$ cat src/rtl/pattern_generator.sv
// Serial pattern transmitter: loads a pattern via valid/ready, shifts it out MSB-first one bit per clock,
// repeating frames with optional idle gaps. All outputs registered except LOAD_READY and BUSY.
module pattern_generator #(
  parameter int       WIDTH      = 8,
  parameter int       LEN_W      = 4,
  parameter int       CNT_W      = 4,
  parameter int       GAP_CYCLES = 0,
  parameter logic     IDLE_BIT   = 1'b0
) (
  input  logic             CLK,
  input  logic             RES,
  input  logic             LOAD_VALID,
  output logic             LOAD_READY,
  input  logic [WIDTH-1:0] PATTERN,
  input  logic [LEN_W-1:0] LEN,
  input  logic [CNT_W-1:0] REPEAT,
  input  logic             ABORT,
  output logic             SDO,
  output logic             BIT_VALID,
  output logic             FRAME_START,
  output logic             BUSY,
  output logic             DONE
);

  localparam int GAP_W = $clog2(GAP_CYCLES + 2);
  localparam logic [GAP_W-1:0] GAP_LAST  = GAP_W'((GAP_CYCLES > 0) ? GAP_CYCLES - 1 : 0);
  localparam logic [LEN_W-1:0] WIDTH_L   = LEN_W'(WIDTH);
  localparam logic [LEN_W-1:0] LEN_ONE   = LEN_W'(1);
  localparam logic [CNT_W-1:0] CNT_ONE   = CNT_W'(1);

  typedef enum logic [1:0] {IDLE, SHIFT, GAP} state_t;

  state_t             state_q, state_d;
  logic [WIDTH-1:0]   pat_q, pat_d;
  logic [WIDTH-1:0]   sh_q, sh_d;
  logic [LEN_W-1:0]   bit_q, bit_d;
  logic [LEN_W-1:0]   len_q, len_d;
  logic [CNT_W-1:0]   frm_q, frm_d;
  logic [GAP_W-1:0]   gap_q, gap_d;
  logic               sdo_q, sdo_d;
  logic               bit_vld_q, bit_vld_d;
  logic               frame_start_q, frame_start_d;
  logic               done_q, done_d;

  logic [LEN_W-1:0]   len_c;
  logic [CNT_W-1:0]   rep_c;
  logic [WIDTH-1:0]   aligned;

  assign LOAD_READY  = (state_q == IDLE) && !ABORT;
  assign BUSY        = (state_q != IDLE);
  assign SDO         = sdo_q;
  assign BIT_VALID   = bit_vld_q;
  assign FRAME_START = frame_start_q;
  assign DONE        = done_q;

  always_comb begin
    state_d       = state_q;
    pat_d         = pat_q;
    sh_d          = sh_q;
    bit_d         = bit_q;
    len_d         = len_q;
    frm_d         = frm_q;
    gap_d         = gap_q;
    sdo_d         = IDLE_BIT;
    bit_vld_d     = 1'b0;
    frame_start_d = 1'b0;
    done_d        = 1'b0;

    len_c   = (LEN > WIDTH_L) ? WIDTH_L : LEN;
    rep_c   = (REPEAT == '0) ? CNT_ONE : REPEAT;
    // Left-align so the first bit to send always sits in the MSB.
    aligned = PATTERN << (WIDTH_L - len_c);

    case (state_q)
      IDLE: begin
        if (LOAD_VALID && LOAD_READY) begin
          if (len_c == '0) begin
            done_d = 1'b1;
          end else begin
            pat_d         = aligned;
            len_d         = len_c;
            frm_d         = rep_c;
            bit_d         = len_c - LEN_ONE;
            sdo_d         = aligned[WIDTH-1];
            sh_d          = aligned << 1;
            bit_vld_d     = 1'b1;
            frame_start_d = 1'b1;
            state_d       = SHIFT;
          end
        end
      end
      SHIFT: begin
        if (ABORT) begin
          state_d = IDLE;
        end else if (bit_q != '0) begin
          bit_d     = bit_q - LEN_ONE;
          sdo_d     = sh_q[WIDTH-1];
          sh_d      = sh_q << 1;
          bit_vld_d = 1'b1;
        end else if (frm_q > CNT_ONE) begin
          frm_d = frm_q - CNT_ONE;
          if (GAP_CYCLES > 0) begin
            gap_d   = GAP_LAST;
            state_d = GAP;
          end else begin
            bit_d         = len_q - LEN_ONE;
            sdo_d         = pat_q[WIDTH-1];
            sh_d          = pat_q << 1;
            bit_vld_d     = 1'b1;
            frame_start_d = 1'b1;
          end
        end else begin
          state_d = IDLE;
          done_d  = 1'b1;
        end
      end
      GAP: begin
        if (ABORT) begin
          state_d = IDLE;
        end else if (gap_q == '0) begin
          bit_d         = len_q - LEN_ONE;
          sdo_d         = pat_q[WIDTH-1];
          sh_d          = pat_q << 1;
          bit_vld_d     = 1'b1;
          frame_start_d = 1'b1;
          state_d       = SHIFT;
        end else begin
          gap_d = gap_q - GAP_W'(1);
        end
      end
      default: state_d = IDLE;
    endcase
  end

  always_ff @(posedge CLK or negedge RES) begin
    if (!RES) begin
      state_q       <= IDLE;
      pat_q         <= '0;
      sh_q          <= '0;
      bit_q         <= '0;
      len_q         <= '0;
      frm_q         <= '0;
      gap_q         <= '0;
      sdo_q         <= IDLE_BIT;
      bit_vld_q     <= 1'b0;
      frame_start_q <= 1'b0;
      done_q        <= 1'b0;
    end else begin
      state_q       <= state_d;
      pat_q         <= pat_d;
      sh_q          <= sh_d;
      bit_q         <= bit_d;
      len_q         <= len_d;
      frm_q         <= frm_d;
      gap_q         <= gap_d;
      sdo_q         <= sdo_d;
      bit_vld_q     <= bit_vld_d;
      frame_start_q <= frame_start_d;
      done_q        <= done_d;
    end
  end

endmodule

$ cat config.mk
export PLATFORM = sky130hd
export DESIGN_NAME = pattern_generator
export DESIGN_NICKNAME = d
export VERILOG_FILES = /design/src/rtl/pattern_generator.sv
export SDC_FILE = /design/constraint.sdc
export NUM_CORES = 1
export LEC_CHECK = 0
export ABC_AREA = 1
export CORE_MARGIN = 2
export CORE_UTILIZATION = 59
export DETAILED_ROUTE_END_ITERATION = 7
export PLACE_DENSITY = 0.84
export SLEW_MARGIN = 40
export SYNTH_ARGS = -nofsm -noshare
export SYNTH_HDL_FRONTEND = slang
export SYNTH_SLANG_ARGS = --single-unit
$ cat constraint.sdc
create_clock -name CLK -period 2.8 [get_ports CLK]
set_input_delay 0.28 -clock CLK [delete_from_list [all_inputs] [get_ports CLK]]
set_output_delay 0.28 -clock CLK [all_outputs]
set_load 0.03 [all_outputs]
## Word-level counts from Yosys, hierarchy flattened

Cells that the tools add are included.

| word-level totals | value |
|---|---|
| output and inout bits | 6 |
| bits in registers | 35 |

| operators by class | value |
|---|---|
| multiplexer cells | 58 |
| bitwise logic cells | 2 |
| add/subtract/negate cells | 6 |
| $lt $le $gt $ge | 2 |
| reductions and logical operators | 15 |
| eq/ne operators | 13 |
| shift-type cells | 1 |

Operators with widths:

| cell | number |
|---|---|
| 2-to-1 mux 4 bit | 14 |
| 2-to-1 mux 8 bit | 7 |
| one-hot mux 8 bit (3 select lines) | 1 |
| 2-to-1 mux 1 bit | 22 |
| subtractor 4 x 1 -> 4 bit (second input constant) | 4 |
| 2-to-1 mux 2 bit | 7 |
| != test 2 bit (second input constant) | 6 |
| != test 3 bit (second input constant) | 4 |
| one-hot mux 4 bit (3 select lines) | 1 |
| one-hot mux 1 bit (3 select lines) | 3 |
| logical NOT 4 bit | 2 |
| one-hot mux 4 bit (2 select lines) | 1 |
| << shifter 8 x 4 -> 8 bit | 1 |
| AND reduction 7 bit | 1 |
| one-hot mux 2 bit (3 select lines) | 1 |
| AND reduction 6 bit | 1 |
| AND reduction 5 bit | 1 |
| > comparator 4 x 1 -> 1 bit (second input constant) | 1 |
| > comparator 4 bit (second input constant) | 1 |
| nonzero test 2 bit | 2 |
| nonzero test 4 bit | 1 |
| subtractor 4 bit (first input constant) | 1 |
| AND reduction 3 bit | 1 |
| nonzero test 3 bit | 1 |
| 10 further kinds | 12 |

## Depth between registers and ports, before layout

Gate-level depths: netlist of the first run.

| logic depth | value |
|---|---|
| depth in word-level cells | 7 |
| gate-level depth with buffers | 13 |
| depth with buffers taken out | 12 |

## Worst setup path before layout of the first run

OpenSTA, ideal clock, no wires.

| timing path | value |
|---|---|
| path kind | flip-flop to flip-flop |
| start | reg state_q[0] |
| end | reg sh_q[6] |
| cell stages (with the launch flop) | 9 |
| setup slack | 1.041 ns |
| required time | 2.680 ns |
| data arrival time | 1.640 ns |
| cell sequence | dfrtp_1 > buf_2 > nor2_2 > nand3_4 > nand2_4 > inv_4 > buf_8 > nor2_2 > a21oi_2 |

| between the ends | value |
|---|---|
| longest elaborated chain between the ends | 5 |
| elaborated cells between the ends (all ways) | 14 |
| those cells by class | eq/ne: 8; mux: 1; reduce/logical: 5 |

RTL lines:

| item | line | text |
|---|---|---|
| start: declaration | 33 | `state_t state_q, state_d;` |
| start signal: assignment | 149 | `state_q <= state_d;` |
| logical NOT 2 bit | 49 | `assign LOAD_READY = (state_q == IDLE) && !ABORT;` |
| logical AND 1 bit | 49 |  |
| named net LOAD_READY | 13 | `output logic LOAD_READY,` |
| logical AND 1 bit | 76 | `if (LOAD_VALID && LOAD_READY) begin` |
| != test 2 x 1 -> 1 bit (no line) | - |  |
| AND reduction 7 bit (no line) | - |  |
| end signal: assignment | 139 | `sh_q <= '0;` |
| end signal: assignment | 151 | `sh_q <= sh_d;` |
| end: declaration | 35 | `logic [WIDTH-1:0] sh_q, sh_d;` |

The timed path passes the listed nets, and every way through them passes these cells.
A chain may end at the register's enable or synchronous reset.

## Final worst setup path of the first run

| timing path | value |
|---|---|
| start | reg state_q[0] |
| end | out LOAD_READY |

| between the ends | value |
|---|---|
| longest elaborated chain between the ends | 2 |

RTL lines:

| item | line |
|---|---|
| logical NOT 2 bit | 49 |
| logical AND 1 bit | 49 |
| end: declaration | 13 |

No other way between the ends.

==> results.md, run 1 <==
Timing:
- The final-report hold violation count came to 0.
- The post-route clock period utilization is 0.807.
- Setup violations remaining at the end of the flow were counted as 0.
- Setup slack on the critical path of the routed design comes to 540 ps.
- The headroom to the max-slew limit is 0.574.
- The worst path in the final design needs a cycle of 2260 ps, including I/O delays and setup.
- The actual slew at the worst max-slew pin is 639 ps.
- Setup repair after global routing left no endpoint under its margin.
- In the final timing run, aggregate negative setup slack is 0 ps.
- Across the routed clock network, the largest skew measured is 6.48 ps.
- Based on the critical path, the design can be clocked at up to 0.442 GHz.
- The final count of pins violating max slew is 0.

Logic synthesis:
- Synthesis inferred 32 register bits.
- The unique cell type count in the Yosys netlist is 33.
- Of the synthesized area, sequential elements account for 0.398.
- Synthesis produced a netlist with a net count of 297.
- A synthesized cell averages 7.37 µm².
- The post-synthesis instance total is 273.
- The yosys synthesis warning count is 0.
- The cell area that synthesis handed to floorplanning was 2010 µm².

Layout:
- Leaving out fill and tap cells, the most frequent cell in the layout is sky130_fd_sc_hd__nand2_1.
- The share of layout cells above drive strength 1 is 0.120.
- The library cells used most frequently in the layout, excluding fill and tap cells, are sky130_fd_sc_hd__nand2_1 (80), sky130_fd_sc_hd__nand3_1 (36), sky130_fd_sc_hd__dfrtp_1 (32).
- The area added between synthesis and finish is 17.1%.
- After routing the design area is 2350 µm².
- Measured on the finished design, the core utilization comes to 0.711.
- 0 antenna diodes ended up in the layout.
- The number of nets in the layout is 322.

Route:
- Wires add up to 4350 µm.
- In the final routed layout, each cell accounts on average for 12.6 µm.
- For this run, the detailed router's first-pass iteration total came to 4.
- The routed via count is 1839.
- The iteration-0 DRC count of the detailed router is 113.
- In the routed layout, each cell is associated on average with a via count of 5.33.
- The remaining design rule violation count is 0.
- The post-route antenna net violation count is 0.

Critical path:
- The endpoint of the most critical setup path is LOAD_READY.
- The depth of the most critical reg-to-reg path is 7.
- The worst register-to-register path begins at state_q[0].
- STA classifies the critical path endpoint as a primary output.
- Along the worst path, the maximum fanout reaches 20.
- The startpoint-to-endpoint class of the critical path is flip-flop to primary output.
- In this design, the stage delay of the slowest critical-path cell is 710 ps.
- In this run the critical register-to-register path is captured at bit_q[2].
- The kind of cell with the highest combined delay along the critical path is buffers and inverters.
- The critical path goes through nor2_2 -> clkdlybuf4s50_1.
- For this design, the slowest cell found on the critical path is sky130_fd_sc_hd__clkdlybuf4s50_1.
- The element type at the critical path start is a flip-flop.
- The worst setup path startpoint is state_q[0].
- STA puts the critical path data required time at 2520 ps.
- The reg2reg setup slack is 910 ps.
- The number of stages on the worst setup path is 2.
- The arrival time reported for the critical path endpoint is 1980 ps.
- The buffering stage count on the worst path with inverters included is 1.

Global route:
- Entering global routing, the biggest net connects 33 pins.
- The number of global-route vias before repair is 1763.
- The global-route wire length before repair is 7970 µm.
- For this run the aggregate overflow at the end of global routing stands at 0.
- The number of antenna violations at the first check in global routing came to 0.
- The total routing resource utilization after global routing is 0.258.

Placement:
- The cell area after placement is 2260 µm².
- In this run the tool buffered the top-level ports with 25 buffer cells.
- The placed wire-length estimate after detailed placement is 3310 µm.
- The pre-CTS worst setup slack is 469 ps.
- At the end of routability-driven placement, the weighted congestion stood at 0.987.

Clock network:
- The H-tree depth is 2.
- CTS placed an instance of sky130_fd_sc_hd__clkbuf_4 at the clock tree root.
- The CTS tree is built.
- In this run the deepest clock path goes through 2 buffers.
- Post-CTS timing repair inserted 0 buffers for setup.
- The TritonCTS sink count is 32.
- The clock-pin transition on the worst setup and hold timing paths is 100 ps.
- Gates resized during post-CTS repair numbered 0.
- The cts-stage hold buffer count is 0.
- The number of clock buffers added by TritonCTS is 5.
- The clock insertion delay at the later pin of the skew report is 340 ps.

Die:
- The die width is 62.4 µm.
- The die outline area is 3890 µm².
- The initial standard-cell utilization of the core is 0.607.
- In this run the core area contains 21 standard-cell rows.
- The floorplan core area is 3310 µm².
- 26 I/O pins were placed.
- The die span in y is 62.4 µm.

Pwr:
- The areal power density over the cells is 717 nW/µm².
- The analysis attributes to cell leakage a power of 1.18 nW.
- IR analysis of the VDD net gives a maximum drop of 384 µV.
- The overall power of the completed layout is 1.69 mW.

Hold path:
- In this run the worst hold path is classified as primary input to async pin.

Status:
- The run finished with clean final reports.

Flow run:
- Across the run, the number of max-cap violations was 0.
-- synth_stat cells --
cell / n / share of area
sky130_fd_sc_hd__clkbuf_1: 1 / 0.0019
sky130_fd_sc_hd__nand2_4: 4 / 0.022
sky130_fd_sc_hd__a31oi_1: 3 / 0.0093
sky130_fd_sc_hd__nor2_4: 2 / 0.011
sky130_fd_sc_hd__a21oi_1: 5 / 0.012
sky130_fd_sc_hd__xor2_1: 2 / 0.0087
sky130_fd_sc_hd__a21oi_2: 2 / 0.0087
sky130_fd_sc_hd__buf_2: 2 / 0.0050
sky130_fd_sc_hd__o21ai_1: 4 / 0.010
sky130_fd_sc_hd__nand3_2: 1 / 0.0050
sky130_fd_sc_hd__o22ai_1: 1 / 0.0031
sky130_fd_sc_hd__inv_6: 1 / 0.0044
sky130_fd_sc_hd__nor2_1: 26 / 0.049
sky130_fd_sc_hd__buf_6: 2 / 0.011
sky130_fd_sc_hd__inv_1: 22 / 0.041
sky130_fd_sc_hd__a22o_1: 1 / 0.0044
sky130_fd_sc_hd__o32ai_1: 1 / 0.0044
sky130_fd_sc_hd__inv_4: 1 / 0.0031
sky130_fd_sc_hd__inv_2: 5 / 0.0093
sky130_fd_sc_hd__o21ai_0: 15 / 0.037
sky130_fd_sc_hd__nand3_4: 1 / 0.0087
sky130_fd_sc_hd__nor2_2: 6 / 0.019
sky130_fd_sc_hd__ha_1: 4 / 0.025
sky130_fd_sc_hd__a211oi_1: 1 / 0.0037
sky130_fd_sc_hd__nand2_1: 80 / 0.15
sky130_fd_sc_hd__dfrtp_1: 32 / 0.40
sky130_fd_sc_hd__or2_2: 1 / 0.0031
sky130_fd_sc_hd__nand2_2: 3 / 0.0093
sky130_fd_sc_hd__nand4_1: 1 / 0.0031
sky130_fd_sc_hd__o211ai_1: 4 / 0.015
sky130_fd_sc_hd__buf_4: 2 / 0.0075
sky130_fd_sc_hd__nand3_1: 36 / 0.090
sky130_fd_sc_hd__buf_8: 1 / 0.0075
-- worst min path at each step --
stage | startpoint | end | slack (ps)
detailed placement | pat_q[5] | pat_q[5] | 470
global placement | pat_q[4] | pat_q[4] | 470
floorplan | RES | BIT_VALID | -20
global route | RES | frm_q[0] | 360
finish | RES | frm_q[0] | 310
CTS | RES | frm_q[0] | 330
-- cell families (layout without fill, tap and decap cells) --
group,Yosys count,in the layout,synth area share
AND/OR/NAND/NOR,161,161,0.369
XOR/XNOR,2,2,0.00871
adder cells (fa/ha/maj),4,4,0.0249
AO/OA/AOI/OAI,37,37,0.108
flip-flops,32,32,0.398
buffers and inverters,37,63,0.0908
-- state kept, by name (all words and copies together) (netlist names) --
signal,count
frm_q,4
len_q,4
pat_q,8
SDO,1
DONE,1
FRAME_START,1
bit_q,4
state_q,1
sh_q,7
BIT_VALID,1
-- where the power goes --
group | internal [mW] | switching [mW] | leakage [nW]
clock network | 0.237 | 0.164 | 0.0515
registers | 0.591 | 0.121 | 0.400
logic | 0.228 | 0.347 | 0.731
-- routing by layer --
| metal | up-vias | GRT usage | part of all wire |
|---|---|---|---|
| li1 | 937 | - | - |
| met1 | 830 | 0.352 | 0.46 |
| met2 | 63 | 0.412 | 0.47 |
| met3 | 9 | 0.0414 | 0.047 |
| met4 | 0 | 0.111 | 0.022 |
| met5 | - | 0 | 0 |
-- through the flow --
step,hold slack [ps],std cells
floorplan,-15.6,273
global placement,465,337
detailed placement,470,337
CTS,332,345
global route,355,345
finish,313,345
-- worst reg2reg max path, cell delays in order, from the launching register on --
cell	delay (ps)
sky130_fd_sc_hd__dfrtp_1	770
sky130_fd_sc_hd__inv_2	270
sky130_fd_sc_hd__nor2_1	170
sky130_fd_sc_hd__nand2_1	70
sky130_fd_sc_hd__nand2_1	110
sky130_fd_sc_hd__ha_1	170
sky130_fd_sc_hd__xor2_1	150
sky130_fd_sc_hd__o21ai_1	70
-- cell type report --
cell class                 instances  area [µm²]
timing repair buffer              26         258
inverter                          29         116
clock inverter                     1        30.0
tap                               46        57.6
multi-input combinational        204        1030
fill                             299         956
clock buffer                       7        65.1
sequential                        32         801
(Power assumes the default switching activity.)
==> run 2: changes to the inputs <==
--- a/config.mk
+++ b/config.mk
@@ -7,9 +7,9 @@
 export LEC_CHECK = 0
 export ABC_AREA = 1
 export CORE_MARGIN = 2
-export CORE_UTILIZATION = 59
+export CORE_UTILIZATION = 50
 export DETAILED_ROUTE_END_ITERATION = 7
-export PLACE_DENSITY = 0.84
+export PLACE_DENSITY = 0.76
 export SLEW_MARGIN = 40
 export SYNTH_ARGS = -nofsm -noshare
 export SYNTH_HDL_FRONTEND = slang
==> constraint.sdc (replaced) <==
create_clock -name CLK -period 1.83 [get_ports CLK]
set_input_delay 0.183 -clock CLK [delete_from_list [all_inputs] [get_ports CLK]]
set_output_delay 0.183 -clock CLK [all_outputs]
set_load 0.03 [all_outputs]
==> run 2 against run 1 <==
  * Clock skew decreased by 3.9 ps
  * Routed wire length decreased by 2.1%
  * Hold slack got worse by 16 ps
  * Clock power increased by 38%
  * Setup slack got worse by 430 ps
  * Combinational power increased by 62%
  * Final area increased by 3.7%
==> results.md, run 2 (same netlist as run 1, synthesis figures left out) <==
Status:
- The run finished with clean final reports.

Critical path:
- The buffering stage count on the worst path with inverters included is 1 (unchanged).
- The family of cells with the greatest summed delay on the critical path is buffers and inverters.
- The capturing point of the worst reg2reg path is sh_q[5].
- Traced cell by cell, the critical path runs through clkdlybuf4s50_1.
- The required time at the worst-slack endpoint came to 1650 ps (-870 ps).
- The peak per-stage delay on the critical path is 730 ps (+20 ps).
- The depth of the most critical reg-to-reg path came to 10 (+3).
- The element type at the critical path start is a flip-flop.
- The library cell contributing the largest single delay on the critical path is sky130_fd_sc_hd__clkdlybuf4s50_1.
- The startpoint-to-endpoint class of the critical path is flip-flop to primary output.
- The reg2reg setup slack came to 230 ps (-680 ps).
- The critical path capture point type is a primary output.
- The startpoint of the worst register-to-register path is frm_q[0].
- The highest net fanout along the worst path is 7 (-65%).
- The arrival time reported for the critical path endpoint is 1530 ps (-450 ps).

Placement:
- The placed wire-length estimate after detailed placement is 3200 µm (-3.4%).
- The weighted congestion reported at the end of routability-driven placement is 0.862 (-13%).
- The number of buffer cells added on primary ports is 25 (unchanged).
- The number of cells after detailed placement is 352 (+4.5%).

Layout:
- The share of layout cells above drive strength 1 was 0.148 (+0.0280).
- Relative to the synthesized area, the layout overhead comes to 21.5%.
- The count of inserted antenna diode cells is 0 (unchanged).
- In the layout the commonest cells are sky130_fd_sc_hd__nand2_1 (80), sky130_fd_sc_hd__nand3_1 (36), sky130_fd_sc_hd__dfrtp_1 (32).
- The final core utilization is 0.619 (-0.0918).
- The number of filler cells placed in the layout came to 359 (+20%).
- The number of standard cells in the final layout excluding fillers is 360 (+4.3%).
- The number of flip-flops in the largest register was 8 (unchanged).
- The area used by multi-input combinational logic is 1030 µm² (+0.24%).
- In the final layout, the registers with the most flip-flops are pat_q: 8 flops, sh_q: 7 flops.
- The number of nets in the layout is 333 (+3.4%).
- The library cell used most frequently in the layout, excluding fill and tap cells, is sky130_fd_sc_hd__nand2_1.
- Counting flops per register, the top entry is pat_q.
- The combined flip-flop and latch cell area is 801 µm² (unchanged).

Pwr:
- The areal power density over the cells was 1040 nW/µm² (+45%).
- The largest voltage drop on the vdd net is 450 µV (+17%).
- The leakage power was 1.24 nW (+4.9%).
- The overall power of the completed layout is 2.54 mW (+50%).

Die:
- The floorplan core area came to 3940 µm² (+19%).
- The die width is 67.4 µm (+8.1%).
- The site row count is 23 (+9.5%).
- The number of ports placed on the die boundary came to 26 (unchanged).
- The die outline area is 4540 µm² (+17%).
- The die span in y is 67.4 µm (+8.1%).
- The initial standard-cell utilization of the core is 0.510 (-0.0973).

Route:
- The aggregate routed wire length was 4250 µm (-2.1%).
- The first-pass iteration count of the detailed router is 5 (+1).
- The remaining design rule violation count came to 0 (unchanged).
- The post-route antenna net violation count is 0 (unchanged).
- The iteration-0 DRC count of the detailed router is 80 (-29%).
- The routed length per placed instance is 11.8 µm (-6.2%).
- The routed via count is 1839 (unchanged).
- The detailed-route vias per instance is 5.11 (-4.2%).

Flow run:
- The max capacitance violation total is 0 (unchanged).

Clock network:
- The TritonCTS sink count was 32 (unchanged).
- The clock insertion delay at the later pin of the skew report was 290 ps (-50 ps).
- The tree is rooted in a sky130_fd_sc_hd__clkbuf_8.
- The total CTS buffers is 5 (unchanged).
- TritonCTS built the clock tree.
- The maximum clock path buffer count is 2 (unchanged).
- The H-tree depth is 2 (unchanged).
- The clock-pin transition on the worst setup and hold timing paths was 60 ps (-40 ps).
- The number of setup buffers added after CTS is 0 (unchanged).
- The post-cts gate resize count is 0 (unchanged).
- The cts-stage hold buffer count is 0 (unchanged).

Global route:
- The largest net degree at the start of global routing is 33 (unchanged).
- The global-route wire length before repair came to 7310 µm (-8.3%).
- The total routing resource utilization after global routing is 0.217 (-0.0410).
- The number of antenna violations at the first check in global routing is 0 (unchanged).
- The total global routing overflow is 0 (unchanged).
- The number of global-route vias before repair is 1728 (-2.0%).

Timing:
- The final setup violation count is 0 (unchanged).
- The post-route worst hold slack was 297 ps (-15.6 ps).
- Setup repair after global routing left no endpoint under its margin.
- Dividing the final minimum period by the clock period gives 0.939.
- The headroom to the max-slew limit is 0.722 (+0.147).
- The final count of pins violating max slew is 0 (unchanged).
- Counting I/O delays and the setup requirement, the final critical path takes 1720 ps.
- The final worst clock skew is 2.62 ps (-3.85 ps).
- The final-report hold violation count was 0 (unchanged).
- The highest clock frequency the design can meet is 0.582 GHz.
- The actual slew at the worst max-slew pin came to 417 ps (-221 ps).

Hold path:
- The worst hold path belongs to the class primary input to async pin.
-- run 2: changes by cell type in the layout (fill, tap and decap cells not counted), moves of 2 or more --
cell	change
sky130_fd_sc_hd__buf_4	+11
sky130_fd_sc_hd__clkbuf_1	+2
sky130_fd_sc_hd__clkbuf_4	-5
sky130_fd_sc_hd__clkbuf_8	+4
-- run 2: power by group --
group	internal [mW]	total (mW)	switching, mW
combinational	0.377	0.929	0.552
clock	0.306	0.554	0.247
sequential	0.907	1.06	0.151
total	1.59	2.54	0.951
-- run 2: worst max path at each step --
| stage | startpoint | to | slack (ps) | depth (start not counted) |
|---|---|---|---|---|
| after floorplan | state_q[0] | sh_q[7] | 70 | 8 |
| after global placement | LEN[3] | sh_q[5] | -30 | 10 |
| after detailed placement | LEN[3] | sh_q[7] | -80 | 10 |
| after CTS | state_q[0] | LOAD_READY | 20 | 2 |
| after global routing | frm_q[0] | frm_q[3] | 60 | 9 |
| final | state_q[0] | BUSY | 110 | 1 |
-- run 2: area by class of cell --
class	count	share of cell area
clock buffer	8	0.0369
inverter	29	0.0476
tap	50	0.0256
sequential	32	0.328
multi-input combinational	204	0.422
timing repair buffer	37	0.140
-- run 2: layer usage --
metal,up-vias,global-route usage,share of wire
li1,961,-,-
met1,820,0.262,0.47
met2,50,0.361,0.46
met3,8,0.0600,0.048
met4,0,0.0944,0.019
met5,-,0,0
-- run 2: metrics by stage --
stage                     TNS [ps]  cell area, µm²  worst slack (ps)
after floorplan                  0            2010              70.7
after global placement       -97.0            2350             -34.0
after detailed placement      -616            2350             -85.0
after CTS                        0            2440              21.3
after global routing             0            2440              64.8
final                            0            2440               112
==> run 3: changes to the inputs <==
--- a/config.mk
+++ b/config.mk
@@ -6,6 +6,7 @@
 export NUM_CORES = 1
 export LEC_CHECK = 0
 export ABC_AREA = 1
+export ABC_CLOCK_PERIOD_IN_PS = 1830
 export CORE_MARGIN = 2
 export CORE_UTILIZATION = 50
 export DETAILED_ROUTE_END_ITERATION = 7
==> results of run 3 <==
No change in the layout: final DEF, timing and power equal those of run 2.
